<file path="src/rtl/mem_burst_ctrl_pkg.sv">
// Shared encodings and constants for the byte-wide RAM burst controller.
package mem_burst_ctrl_pkg;

    typedef enum logic [1:0] {
        ST_IDLE,
        ST_ISSUE,
        ST_DRAIN
    } state_e;

    typedef enum logic [1:0] {
        SRC_NONE,
        SRC_FETCH,
        SRC_LOAD,
        SRC_STORE
    } src_e;

    localparam int         RAM_DATA_LEN = 8;
    localparam logic [1:0] IO_REGION    = 2'b11;
    localparam int         IO_REGION_HI = 17;
    localparam int         IO_REGION_LO = 16;
    localparam logic       READ         = 1'b0;
    localparam logic       WRITE        = 1'b1;

    function automatic logic [RAM_DATA_LEN-1:0] word_byte(input logic [31:0] w,
                                                          input logic [1:0]  k);
        logic [RAM_DATA_LEN-1:0] b;
        case (k)
            2'd0:    b = w[7:0];
            2'd1:    b = w[15:8];
            2'd2:    b = w[23:16];
            default: b = w[31:24];
        endcase
        return b;
    endfunction

endpackage

</file>
<file path="src/rtl/mem_burst_ctrl_read_pipe.sv">
// READ_LAT-deep {valid, byte index} shift register tracking outstanding RAM reads.
module mem_read_pipe #(
    parameter int READ_LAT = 1,
    parameter int IDX_W    = 2
) (
    input  logic             clk,
    input  logic             rst,
    input  logic             flush_i,
    input  logic             vld_i,
    input  logic [IDX_W-1:0] idx_i,
    output logic             vld_o,
    output logic [IDX_W-1:0] idx_o
);

    logic [READ_LAT-1:0] vld_q;
    logic [IDX_W-1:0]    idx_q [READ_LAT];

    always_ff @(posedge clk) begin
        if (rst || flush_i) begin
            vld_q <= '0;
        end else begin
            vld_q[0] <= vld_i;
            for (int i = 1; i < READ_LAT; i++) begin
                vld_q[i] <= vld_q[i-1];
            end
        end
    end

    always_ff @(posedge clk) begin
        idx_q[0] <= idx_i;
        for (int i = 1; i < READ_LAT; i++) begin
            idx_q[i] <= idx_q[i-1];
        end
    end

    assign vld_o = vld_q[READ_LAT-1];
    assign idx_o = idx_q[READ_LAT-1];

endmodule

</file>
<file path="src/rtl/mem_burst_ctrl.sv">
// Arbitrates line fetches, loads and stores onto one byte-wide synchronous RAM port.
// Define MEM_IO_STALL_EN to hold IO-region stores while the UART buffer is full.
module mem_burst_ctrl
    import mem_burst_ctrl_pkg::*;
#(
    parameter int ADDR_W     = 32,
    parameter int LINE_BYTES = 4,
    parameter int READ_LAT   = 1
) (
    input  logic                             clk,
    input  logic                             rst,
    input  logic                             io_buffer_full,
    input  logic [RAM_DATA_LEN-1:0]          ram_data_in,
    output logic [RAM_DATA_LEN-1:0]          ram_data_out,
    output logic [ADDR_W-1:0]                ram_address_out,
    output logic                             ram_rw_signal_out,
    input  logic                             rob_rollback_in,
    input  logic                             fet_request_in,
    input  logic [ADDR_W-1:0]                fet_address_in,
    output logic                             fet_ready_out,
    output logic [RAM_DATA_LEN*LINE_BYTES-1:0] fet_line_out,
    input  logic                             lsb_request_in,
    input  logic                             lsb_rw_signal_in,
    input  logic [ADDR_W-1:0]                lsb_address_in,
    input  logic [2:0]                       lsb_goal_in,
    input  logic [31:0]                      lsb_data_in,
    output logic                             lsb_ready_out,
    output logic [31:0]                      lsb_data_out,
    output logic                             busy_out
);

    localparam int IDX_W  = $clog2(LINE_BYTES);
    localparam int LINE_W = RAM_DATA_LEN * LINE_BYTES;

    state_e              state_q, state_d;
    src_e                src_q, src_d;
    logic [ADDR_W-1:0]   base_q, base_d;
    logic [IDX_W-1:0]    cnt_q, cnt_d, last_q, last_d;
    logic [31:0]         sdata_q, sdata_d;
    logic [LINE_W-1:0]   rbuf_q, rbuf_d;
    logic                fet_rdy_q, fet_rdy_d, lsb_rdy_q, lsb_rdy_d;
    logic [LINE_W-1:0]   fet_line_q, fet_line_d;
    logic [31:0]         lsb_data_q, lsb_data_d;

    logic                fv_q, fv_d, lv_q, lv_d, sv_q, sv_d;
    logic [ADDR_W-1:0]   fa_q, fa_d, la_q, la_d, sa_q, sa_d;
    logic [IDX_W-1:0]    lg_q, lg_d, sl_q, sl_d;
    logic [31:0]         sd_q, sd_d;

    logic                push_vld, flush, pv, rd_done, store_ok, reading, abort, issuing;
    logic [IDX_W-1:0]    push_idx, pidx;

    mem_read_pipe #(
        .READ_LAT (READ_LAT),
        .IDX_W    (IDX_W)
    ) u_read_pipe (
        .clk     (clk),
        .rst     (rst),
        .flush_i (flush),
        .vld_i   (push_vld),
        .idx_i   (push_idx),
        .vld_o   (pv),
        .idx_o   (pidx)
    );

`ifdef MEM_IO_STALL_EN
    assign store_ok = sv_q && !(io_buffer_full &&
                                (sa_q[IO_REGION_HI:IO_REGION_LO] == IO_REGION));
`else
    logic unused_io_full;
    assign unused_io_full = io_buffer_full;
    assign store_ok       = sv_q;
`endif

    assign reading = (src_q == SRC_FETCH) || (src_q == SRC_LOAD);
    assign abort   = rob_rollback_in && reading && (state_q != ST_IDLE);
    assign issuing = (state_q == ST_ISSUE);

    always_comb begin
        state_d    = state_q;
        src_d      = src_q;
        base_d     = base_q;
        cnt_d      = cnt_q;
        last_d     = last_q;
        sdata_d    = sdata_q;
        rbuf_d     = rbuf_q;
        fet_rdy_d  = 1'b0;
        lsb_rdy_d  = 1'b0;
        fet_line_d = fet_line_q;
        lsb_data_d = lsb_data_q;
        fv_d = fv_q; fa_d = fa_q;
        lv_d = lv_q; la_d = la_q; lg_d = lg_q;
        sv_d = sv_q; sa_d = sa_q; sl_d = sl_q; sd_d = sd_q;
        push_vld = 1'b0;
        push_idx = '0;
        flush    = 1'b0;
        rd_done  = 1'b0;

        for (int b = 0; b < LINE_BYTES; b++) begin
            if (pv && (pidx == IDX_W'(b))) rbuf_d[RAM_DATA_LEN*b +: RAM_DATA_LEN] = ram_data_in;
        end

        unique case (state_q)
            ST_IDLE: begin
                if (store_ok) begin
                    src_d = SRC_STORE; base_d = sa_q; last_d = sl_q; sdata_d = sd_q;
                    sv_d = 1'b0; cnt_d = '0; state_d = ST_ISSUE;
                end else if (lv_q && !rob_rollback_in) begin
                    src_d = SRC_LOAD; base_d = la_q; last_d = lg_q;
                    lv_d = 1'b0; cnt_d = '0; rbuf_d = '0; push_vld = 1'b1; state_d = ST_ISSUE;
                end else if (fv_q && !rob_rollback_in) begin
                    src_d = SRC_FETCH; base_d = fa_q; last_d = IDX_W'(LINE_BYTES - 1);
                    fv_d = 1'b0; cnt_d = '0; rbuf_d = '0; push_vld = 1'b1; state_d = ST_ISSUE;
                end
            end
            ST_ISSUE: begin
                if (abort) begin
                    state_d = ST_IDLE; src_d = SRC_NONE; flush = 1'b1;
                end else if (cnt_q != last_q) begin
                    cnt_d    = cnt_q + 1'b1;
                    push_vld = reading;
                    push_idx = cnt_q + 1'b1;
                end else if (src_q == SRC_STORE) begin
                    lsb_rdy_d = 1'b1; state_d = ST_IDLE; src_d = SRC_NONE;
                end else if (pv && (pidx == last_q)) begin
                    rd_done = 1'b1;
                end else begin
                    state_d = ST_DRAIN;
                end
            end
            ST_DRAIN: begin
                if (abort) begin
                    state_d = ST_IDLE; src_d = SRC_NONE; flush = 1'b1;
                end else if (pv && (pidx == last_q)) begin
                    rd_done = 1'b1;
                end
            end
            default: state_d = ST_IDLE;
        endcase

        // The last byte lands in rbuf_d on this edge, so publish from rbuf_d.
        if (rd_done) begin
            state_d = ST_IDLE;
            src_d   = SRC_NONE;
            if (src_q == SRC_FETCH) begin
                fet_line_d = rbuf_d; fet_rdy_d = 1'b1;
            end else begin
                lsb_data_d = rbuf_d[31:0]; lsb_rdy_d = 1'b1;
            end
        end

        if (fet_request_in) begin
            fv_d = 1'b1; fa_d = fet_address_in;
        end
        if (lsb_request_in) begin
            if (lsb_rw_signal_in == WRITE) begin
                sv_d = 1'b1; sa_d = lsb_address_in;
                sl_d = IDX_W'(lsb_goal_in - 3'd1); sd_d = lsb_data_in;
            end else begin
                lv_d = 1'b1; la_d = lsb_address_in;
                lg_d = IDX_W'(lsb_goal_in - 3'd1);
            end
        end
        if (rob_rollback_in) begin
            fv_d = 1'b0; lv_d = 1'b0;
        end
    end

    always_ff @(posedge clk) begin
        if (rst) begin
            state_q    <= ST_IDLE;
            src_q      <= SRC_NONE;
            fv_q       <= 1'b0;
            lv_q       <= 1'b0;
            sv_q       <= 1'b0;
            fet_rdy_q  <= 1'b0;
            lsb_rdy_q  <= 1'b0;
            fet_line_q <= '0;
            lsb_data_q <= '0;
        end else begin
            state_q    <= state_d;
            src_q      <= src_d;
            fv_q       <= fv_d;
            lv_q       <= lv_d;
            sv_q       <= sv_d;
            fet_rdy_q  <= fet_rdy_d;
            lsb_rdy_q  <= lsb_rdy_d;
            fet_line_q <= fet_line_d;
            lsb_data_q <= lsb_data_d;
        end
    end

    always_ff @(posedge clk) begin
        base_q  <= base_d;
        cnt_q   <= cnt_d;
        last_q  <= last_d;
        sdata_q <= sdata_d;
        rbuf_q  <= rbuf_d;
        fa_q    <= fa_d;
        la_q    <= la_d;
        lg_q    <= lg_d;
        sa_q    <= sa_d;
        sl_q    <= sl_d;
        sd_q    <= sd_d;
    end

    assign ram_address_out   = issuing ? (base_q + ADDR_W'(cnt_q)) : '0;
    assign ram_rw_signal_out = (issuing && (src_q == SRC_STORE)) ? WRITE : READ;
    assign ram_data_out      = (issuing && (src_q == SRC_STORE)) ? word_byte(sdata_q, cnt_q[1:0]) : '0;
    assign fet_ready_out     = fet_rdy_q;
    assign fet_line_out      = fet_line_q;
    assign lsb_ready_out     = lsb_rdy_q;
    assign lsb_data_out      = lsb_data_q;
    assign busy_out          = (state_q != ST_IDLE);

endmodule

</file>
<file path="config.mk">
export PLATFORM = sky130hd
export DESIGN_NAME = mem_burst_ctrl
export DESIGN_NICKNAME = d
export VERILOG_FILES = /design/src/rtl/mem_burst_ctrl_pkg.sv /design/src/rtl/mem_burst_ctrl_read_pipe.sv /design/src/rtl/mem_burst_ctrl.sv
export SDC_FILE = /design/constraint.sdc
export NUM_CORES = 1
export LEC_CHECK = 0
export ABC_AREA = 1
export BUFFER_PORTS_ARGS = -buffer_cell sky130_fd_sc_hd__buf_2
export CORE_MARGIN = 10
export CORE_UTILIZATION = 45
export DETAILED_ROUTE_END_ITERATION = 8
export PLACE_DENSITY = 0.66
export SKIP_LAST_GASP = 1
export SYNTH_ARGS = -nofsm -noshare
export SYNTH_HDL_FRONTEND = slang
export SYNTH_SLANG_ARGS = --single-unit
</file>
<file path="constraint.sdc">
create_clock -name clk -period 5.6 [get_ports clk]
set_clock_uncertainty 0.05 [all_clocks]
set_input_delay 0.84 -clock clk [delete_from_list [all_inputs] [get_ports clk]]
set_output_delay 0.84 -clock clk [all_outputs]
set_load 0.02 [all_outputs]
</file>
# == Word-level counts from Yosys, hierarchy flattened ==
# Memory sizes are Yosys's and may differ from the RTL's.
# Index checks and enable logic that the tools add are counted.
# totals
word_cells,161
memories,1
reg_bits,306
input_bits,114
output_inout_bits,108
ramBits,2
# op_classes
bitwise_logic,3
n_eq_ne,21
n_mux,76
add_sub_neg,3
n_reduce_logical,36
# mem_list
name,depth,width,rd,rd_clocked_by_memory_dff,write_ports,line_no,text
u_read_pipe.idx_q,1,2,1,0,1,mem_burst_ctrl_read_pipe.sv:16,logic [IDX_W-1:0] idx_q [READ_LAT];
# ops
cell,n
32-bit 2-to-1 mux,8
2-bit 2-to-1 mux,24
8-bit 2-to-1 mux,5
1-bit 2-to-1 mux,33
32-bit by 2-bit adder with 32-bit output,1
8-bit case mux with 3 select lines,1
2-bit == test (second input constant),6
2-bit case mux with 3 select lines,2
2-bit AND reduction,6
4-bit AND reduction,3
1-bit logical AND,10
2-bit by 1-bit == test with 1-bit output (second input constant),4
2-bit inequality test (second input constant),4
2-bit nonzero test,4
2-bit OR reduction,4
2-bit zero test,3
3-bit nonzero test,2
5-bit AND reduction,1
4-bit by 3-bit inequality test with 1-bit output (second input constant),1
4-bit inequality test (second input constant),1
1-bit case mux with 2 select lines,2
2-bit case mux with 2 select lines,1
3-bit by 2-bit inequality test with 1-bit output (second input constant),1
3-bit inequality test (second input constant),1
8 further kinds,11

# == Logic depth before layout (Yosys ltp) ==
# Gate-level depths: netlist (run 1).
# logic_depth
word_depth,9
mapped_depth,12
depth_no_buf,11

# == Hierarchy ==
# From an unflattened synthesis (run 1), not the netlist that was laid out.
# unflattened
hier_cells,1340
hier_area_um2,12603.3
# modules_own_cells
mod,cells_each,instances,seq_area_each_um2,area_each_um2
mem_burst_ctrl,1334,1,8107.8,12529.5
mem_read_pipe,6,1,60.1,73.8

# == Worst setup path before layout (run 1) ==
# Ideal clock, no wire load.
# synth_path
path_kind,in2reg
startpoint,input rob_rollback_in
endpoint,register base_q[0] (enable)
stages,4
n_path_buf,1
t_required_ps,5114
setup_ps,436
slack_ps,2130
arrival_time_ps,2984
path_cell_list,nor2_1 -> nor2_1 -> clkbuf_1 -> a21oi_1
# synth_between
elab_chain_len,4
elab_cells_between_ends,5
classes_between,reduce/logical: 5
# synth_rtl
element,line_no,text
"start, declared",mem_burst_ctrl.sv:17,"input logic rob_rollback_in,"
1-bit zero test *,"mem_burst_ctrl.sv:108, mem_burst_ctrl.sv:111",
"1-bit logical AND, on equally long branches","mem_burst_ctrl.sv:108, mem_burst_ctrl.sv:111",
3-bit nonzero test (no line) *,-,
2-bit AND reduction (no line) *,-,
"end signal, assigned",mem_burst_ctrl.sv:194,base_q <= base_d;
"end, declared",mem_burst_ctrl.sv:37,"logic [ADDR_W-1:0] base_q, base_d;"
# Mark *: on every way between the ends. The rest lies on a longest branch, timed or not.
# A chain may end at the register's enable or synchronous reset.

# == Final worst setup path (run 1) ==
# layout_path
startpoint,register cnt_q[0]
endpoint,output ram_address_out[24]
# layout_between
elab_chain_len,2
# layout_rtl
element,line_no,text
"start, declared",mem_burst_ctrl.sv:38,"logic [IDX_W-1:0] cnt_q, cnt_d, last_q, last_d;"
"start signal, assigned",mem_burst_ctrl.sv:195,cnt_q <= cnt_d;
32-bit by 2-bit adder with 32-bit output,mem_burst_ctrl.sv:207,assign ram_address_out = issuing ? (base_q + ADDR_W'(cnt_q)) : '0;
32-bit 2-to-1 mux,mem_burst_ctrl.sv:207,
"end, declared",mem_burst_ctrl.sv:15,"output logic [ADDR_W-1:0] ram_address_out,"
# Every way passes these cells.

==> metrics.txt, run 1 <==
PnR worst setup slack 1790 ps; Most common cell on crit path nor2_1; Net Count, Synth 1,434; Worst-Margin Slew 1170 ps; unrepaired setup endpoints after global routing no; Hold EP sdata_q[1]; setup bufs post-CTS 0; CP max FO 7; First-pass DRT Iterations 5; critical path launch point type register; period utilisation layout 68.1%; r2r worst-path depth 9; io pins 222; synthesized area per cell 9.59 um2; initial antenna violation count 0; crit end category primary output; DRT Wirelength 29,900 um; worst min path class reg2reg; hold_ws 366 ps; post-DR vias/cell 4.67; port bufs 219; most common cell in the netlist nand2_1; Seq/Total Area, Yosys 65.2%; Reg clk slew, reported paths 60 ps; Total Routing Usage GR 16.8%; synthesized area 12,500 um2; FP Rows 61; EDFF count, synth 200; setup_tns 0 ps; H-tree level count 1; largest net degree at the start of global routing 48; Die Span X 187 um; relative slew slack 21.7%; top cell type's share of synthesized area 48.0%; max_cap viols 0; Vias 8,973; # DRC 0; hold depth 0; Clk Latency, worst-skew pair 560 ps; Leakage Power 0.00686 uW; synth top area cells edfxtp_1, dfxtp_1, nand2_1, nor2_1, inv_1; grt total ovfl 0; post-synth top area cell edfxtp_1; CTS resizes 0; CTS tree yes; RR Endpoint lsb_data_out[27]; first-iteration detailed-routing DRC count 551; ys async rst share 0%; status complete, no violations; first-pass GRT wire length 47,900 um; core area 27,600 um2; top cells by count, synth nand2_1, nor2_1, edfxtp_1; wire length per cell 15.6 um; top_reg_cell synth edfxtp_1; post-route ant nets 0; CP Class reg2out; Clock Sinks 308; CTS max path bufs 3; final hold viol count 0; Worst EP required 4710 ps; Final nets 1,649; CP max stage cell edfxtp_1; Ys Warns 0; synthesized flop and latch total 308; GPL Wtd Cong 0.922; P&R area growth vs syn 19.0%; Worst Path Arrival 2920 ps; worst path cell trace ha_1 -> fa_1 -> nand2_1 -> nor2_1 -> nand3_1 -> nor2_1 -> nand2_1 -> xor2_1 -> nor2_1 -> buf_2; cell count after synthesis 1,305; critical path's largest stage delay 510 ps; n_diodes 0; Distinct cells, synth 34; post-placement setup slack 2400 ps; Starting Density 45.3%; fmax 0.262 GHz; Die Span Y 187 um; hold_sp sd_q[1]; TritonCTS Buffers 31; max-slew violations 0; Layout fillers 2,496; Die ar. 34,900 um2; Critical R2R Launch state_q[1]; layout cells sized above 1 18.3%; Detail Placement HPWL 21,100 um; Worst IR Drop VDD 0.325 mV; power per cell area 382 nW/um2; hold_buf cts 0; Reg2Reg Setup Slack 2730 ps; min Tclk post-route 3810 ps; multi-input logic area 3540 um2; vias in the first global route 8,983; CTS Root Cell clkbuf_16; Final Util 53.9%; FF/Latch Area 8170 um2; Setup violations, final 0
## sequential cells by signal, summed over array words and instances, names as in the netlist, 32 cells and up
register / flops
base_q: 32
fet_line_out: 32
sdata_q: 32
fa_q: 32
lsb_data_out: 32
la_q: 32
rbuf_q: 32
sa_q: 32
sd_q: 32
## critical path, delay by kind of cell, from the launching register on
| family | cells | cell delay (ps) |
|---|---|---|
| adder cells (fa/ha/maj) | 2 | 430 |
| XOR/XNOR | 1 | 150 |
| buffers and inverters | 1 | 220 |
| AND/OR/NAND/NOR | 6 | 1030 |
| flip-flops | 1 | 510 |
## worst max path at each step
stage	end	slack, ps	start	cells after the start
after floorplan	base_q[0]	2130	rob_rollback_in	4
after CTS	ram_address_out[16]	1790	cnt_q[0]	10
after global placement	ram_address_out[24]	2410	cnt_q[0]	10
final	ram_address_out[24]	1790	cnt_q[0]	10
after global routing	ram_address_out[16]	1520	cnt_q[0]	10
after detailed placement	ram_address_out[16]	2400	cnt_q[0]	10
## stage by stage
step	cell area, um2	std cells	power [uW]
2_1_floorplan	12500	1305	3470
3_3_place_gp	14000	1865	3810
3_5_place_dp	14000	1865	3840
4_1_cts	14900	1921	5760
5_1_grt	14900	1921	6000
6_report	14900	1921	5700
## per-layer routing
layer,part of all wire [%],vias up,wire length [um],GRT usage [%]
li1,-,4602,-,-
met4,1.8,0,553,4.16
met3,5.9,40,1770,3.67
met5,0,-,0,0
met1,44,4096,13200,21.5
met2,48,235,14400,28.3
## cell type report
type | instances | share of cell area [%]
Clock buffer | 49 | 6.01
Clock inverter | 7 | 0.269
Inverter | 168 | 4.23
Multi-Input combinational cell | 784 | 23.7
Sequential cell | 308 | 54.8
Tap cell | 378 | 3.17
Timing Repair Buffer | 227 | 7.76
## logic make-up (layout without fill, tap and decap cells)
family          after synthesis  after routing  share of synthesized area (%)
compound gates              102            102                           4.63
simple gates                651            651                           20.8
buf+inv                     213            451                           6.69
flops                       308            308                           65.2
xor+xnor                     16             16                           1.12
fa+ha+maj                    15             15                           1.56
## where the power goes
part / internal [uW] / leakage (uW) / switching (uW) / total, uW
registers: 2690 / 0.00275 / 113 / 2800
clock network: 1090 / 0.000459 / 824 / 1910
logic: 295 / 0.00365 / 688 / 982
## cell usage in the layout (no fill, tap or decap), types with 12 or more instances in the layout
cell / netlist / routed
ha_1: 14 / 14
buf_2: 9 / 219
nand3_1: 55 / 55
edfxtp_1: 200 / 200
nor2_1: 208 / 206
dfxtp_1: 108 / 108
inv_1: 163 / 162
clkbuf_1: 28 / 13
nand2_1: 365 / 365
o211ai_1: 12 / 12
o21ai_0: 35 / 35
clkbuf_16: 0 / 32
a21oi_1: 39 / 38
Note: power is estimated with default switching activity, not from simulation.
==> run 2, diff against run 1 <==
Settings changed: ABC_AREA 1 to 0, PLACE_DENSITY 0.66 to 0.67.
Clock period 5.6 ns to 3.6 ns, I/O delays scaled along.
==> run 2 against run 1 <==
Final cell count shrank 19%; non-clock buffer count is 6 higher; worst setup slack got worse by 1600 ps; utilization up 1.6 points; register-to-register slack worse by 1900 ps; first-iteration DRC count decreased by 15%; via count fell by 11%; sequential power increased by 54%.
==> metrics.txt, run 2 <==
hold_buf cts 0 (unchanged); Leakage Power 0.00589 uW (-14%); Net Count, Synth 1,109 (-23%); post-route ant nets 0 (unchanged); CP Class reg2out; port bufs 219 (unchanged); First-pass DRT Iterations 8 (+3); power per cell area 635 nW/um2 (+66%); CTS max path bufs 3 (unchanged); EDFF count, synth 200 (unchanged); Worst IR Drop VDD 0.427 mV (+31%); max-slew violations 0 (unchanged); most common cell after layout, fill and taps aside buf_2; P&R area growth vs syn 21.5%; Worst EP required 3010 ps (-1700 ps); # DRC 0 (unchanged); final hold viol count 0 (unchanged); commonest cells after routing, fill and taps aside buf_2, edfxtp_1, nand2_1; max_cap viols 0 (unchanged); first-pass GRT wire length 43,500 um (-9.2%); top cells by count, synth edfxtp_1, nand2_1, dfxtp_1; Vias 8,006 (-11%); GPL Wtd Cong 0.807 (-13%); Worst-Margin Slew 1110 ps (-61.8 ps); Total Routing Usage GR 16.2% (-0.60 points); TritonCTS Buffers 34 (+9.7%); Setup violations, final 0 (unchanged); initial antenna violation count 2 (+2); Reg clk slew, reported paths 60 ps (about the same); Die Span Y 183 um (-2.2%); Clock Sinks 308 (unchanged); post-DR vias/cell 5.14 (+10%); Clk Latency, worst-skew pair 510 ps (-50 ps); setup bufs post-CTS 0 (unchanged); Final nets 1,325 (-20%); layout cells sized above 1 24.3% (+6.0 points); synthesized flop and latch total 308 (unchanged); relative slew slack 25.8% (+4.1 points); total power 9190 uW (+61%); synthesized area 11,900 um2 (-4.8%); CP max FO 8 (+1); period utilisation layout 93.9%; top_reg_cell synth edfxtp_1; Final Util 55.6% (+1.6 points); CTS resizes 0 (unchanged); core area 26,100 um2 (-5.7%); most common cell in the netlist edfxtp_1; wire length per cell 17.9 um (+15%); crit end category primary output; largest net degree at the start of global routing 74 (+54%); min Tclk post-route 3380 ps; fmax 0.296 GHz; setup_tns 0 ps (unchanged); Worst Path Arrival 2790 ps (-130 ps); ys async rst share 0% (unchanged); first-iteration detailed-routing DRC count 471 (-15%); Die ar. 33,400 um2 (-4.3%); cell count after synthesis 980 (-25%); synthesized area per cell 12.2 um2 (+27%); critical path launch point type register; grt total ovfl 0 (unchanged); synth top area cells edfxtp_1, dfxtp_1, mux2i_1, nand2_1, a21oi_1; CTS Root Cell clkbuf_16; Detail Placement HPWL 18,900 um (-10%); CTS tree yes; Seq/Total Area, Yosys 68.5% (+3.3 points); unrepaired setup endpoints after global routing no; FP Rows 59 (-3.3%); Layout fillers 2,236 (-10%); io pins 222 (unchanged); post-synth top area cell edfxtp_1; Die Span X 183 um (-2.2%); status complete, no violations; H-tree level count 2 (+1); Distinct cells, synth 51 (+50%); vias in the first global route 8,025 (-11%); worst min path class in2reg; DRT Wirelength 27,900 um (-6.7%); top cell type's share of synthesized area 50.4% (+2.4 points); Starting Density 45.7% (+0.41 points); Ys Warns 0 (unchanged)
==> run 2: cell count changes after synthesis, sizes merged, moves of 6 or more <==
cell | before | now
mux2i | 0 | 67
inv | 167 | 23
or3 | 0 | 6
o211ai | 12 | 2
clkbuf | 28 | 36
nand2b | 0 | 6
a31oi | 8 | 0
a222oi | 0 | 8
a21oi | 39 | 84
nor4 | 0 | 11
nand3 | 59 | 10
nand2 | 365 | 176
xnor2 | 6 | 23
nor2 | 208 | 92
==> run 2: logic make-up after synthesis <==
kind of cell             count (synthesis)  synth area share, %
XOR/XNOR                                31                 2.28
adder cells (fa/ha/maj)                 15                 1.64
AO/OA/AOI/OAI                          144                 6.74
multiplexers                            67                 5.63
buffers and inverters                   76                 2.61
flip-flops                             308                 68.5
AND/OR/NAND/NOR                        339                 12.6
==> run 2: power breakdown <==
group	switching, uW	total [uW]	internal [uW]
registers	154	4300	4150
clock network	1340	3440	2100
logic	948	1440	493
==> run 2: cell type report <==
class / instances / area (um2) / area share (%)
clock buffer: 42 / 922 / 6.37
tap: 335 / 419 / 2.90
inverter: 23 / 86.3 / 0.596
timing repair buffer: 233 / 1200 / 8.30
clock inverter: 19 / 193 / 1.33
sequential: 308 / 8170 / 56.4
multi-input combinational: 596 / 3480 / 24.1
antenna: 1 / 2.50 / 0.0173
==> run 2: worst paths after layout <==
path                            from             endpoint  slack [ps]  cells past startpoint
setup / recovery            cnt_q[0]  ram_address_out[31]         220                      7
hold / removal    fet_address_in[16]             fa_q[16]         150                      1
setup reg to reg          state_q[1]     fet_line_out[10]         810                      8
hold reg to reg             sd_q[23]          sdata_q[23]         370                      0
==> run 2: stage by stage <==
step                instance area, um2  hold WS (ps)  instances  setup slack (ps)
floorplan                        11900           350        980               801
global placement                 13300           351       1492               693
detailed placement               13300           355       1492               677
CTS                              14500           131       1553               127
global route                     14500           137       1556              10.5
finish                           14500           155       1557               221
==> run 2: critical path: stages (launching register included) <==
cell	delay (ps)
edfxtp_1	540
ha_1	260
a21o_1	230
nand4_1	170
nor3_4	230
or3b_1	390
mux2i_1	250
buf_2	220
==> run 2: per-layer routing <==
layer	wire length, um	GRT usage (%)
met5	17	0
met3	1590	3.72
met2	13300	26.4
met4	710	5.47
met1	12400	20.8
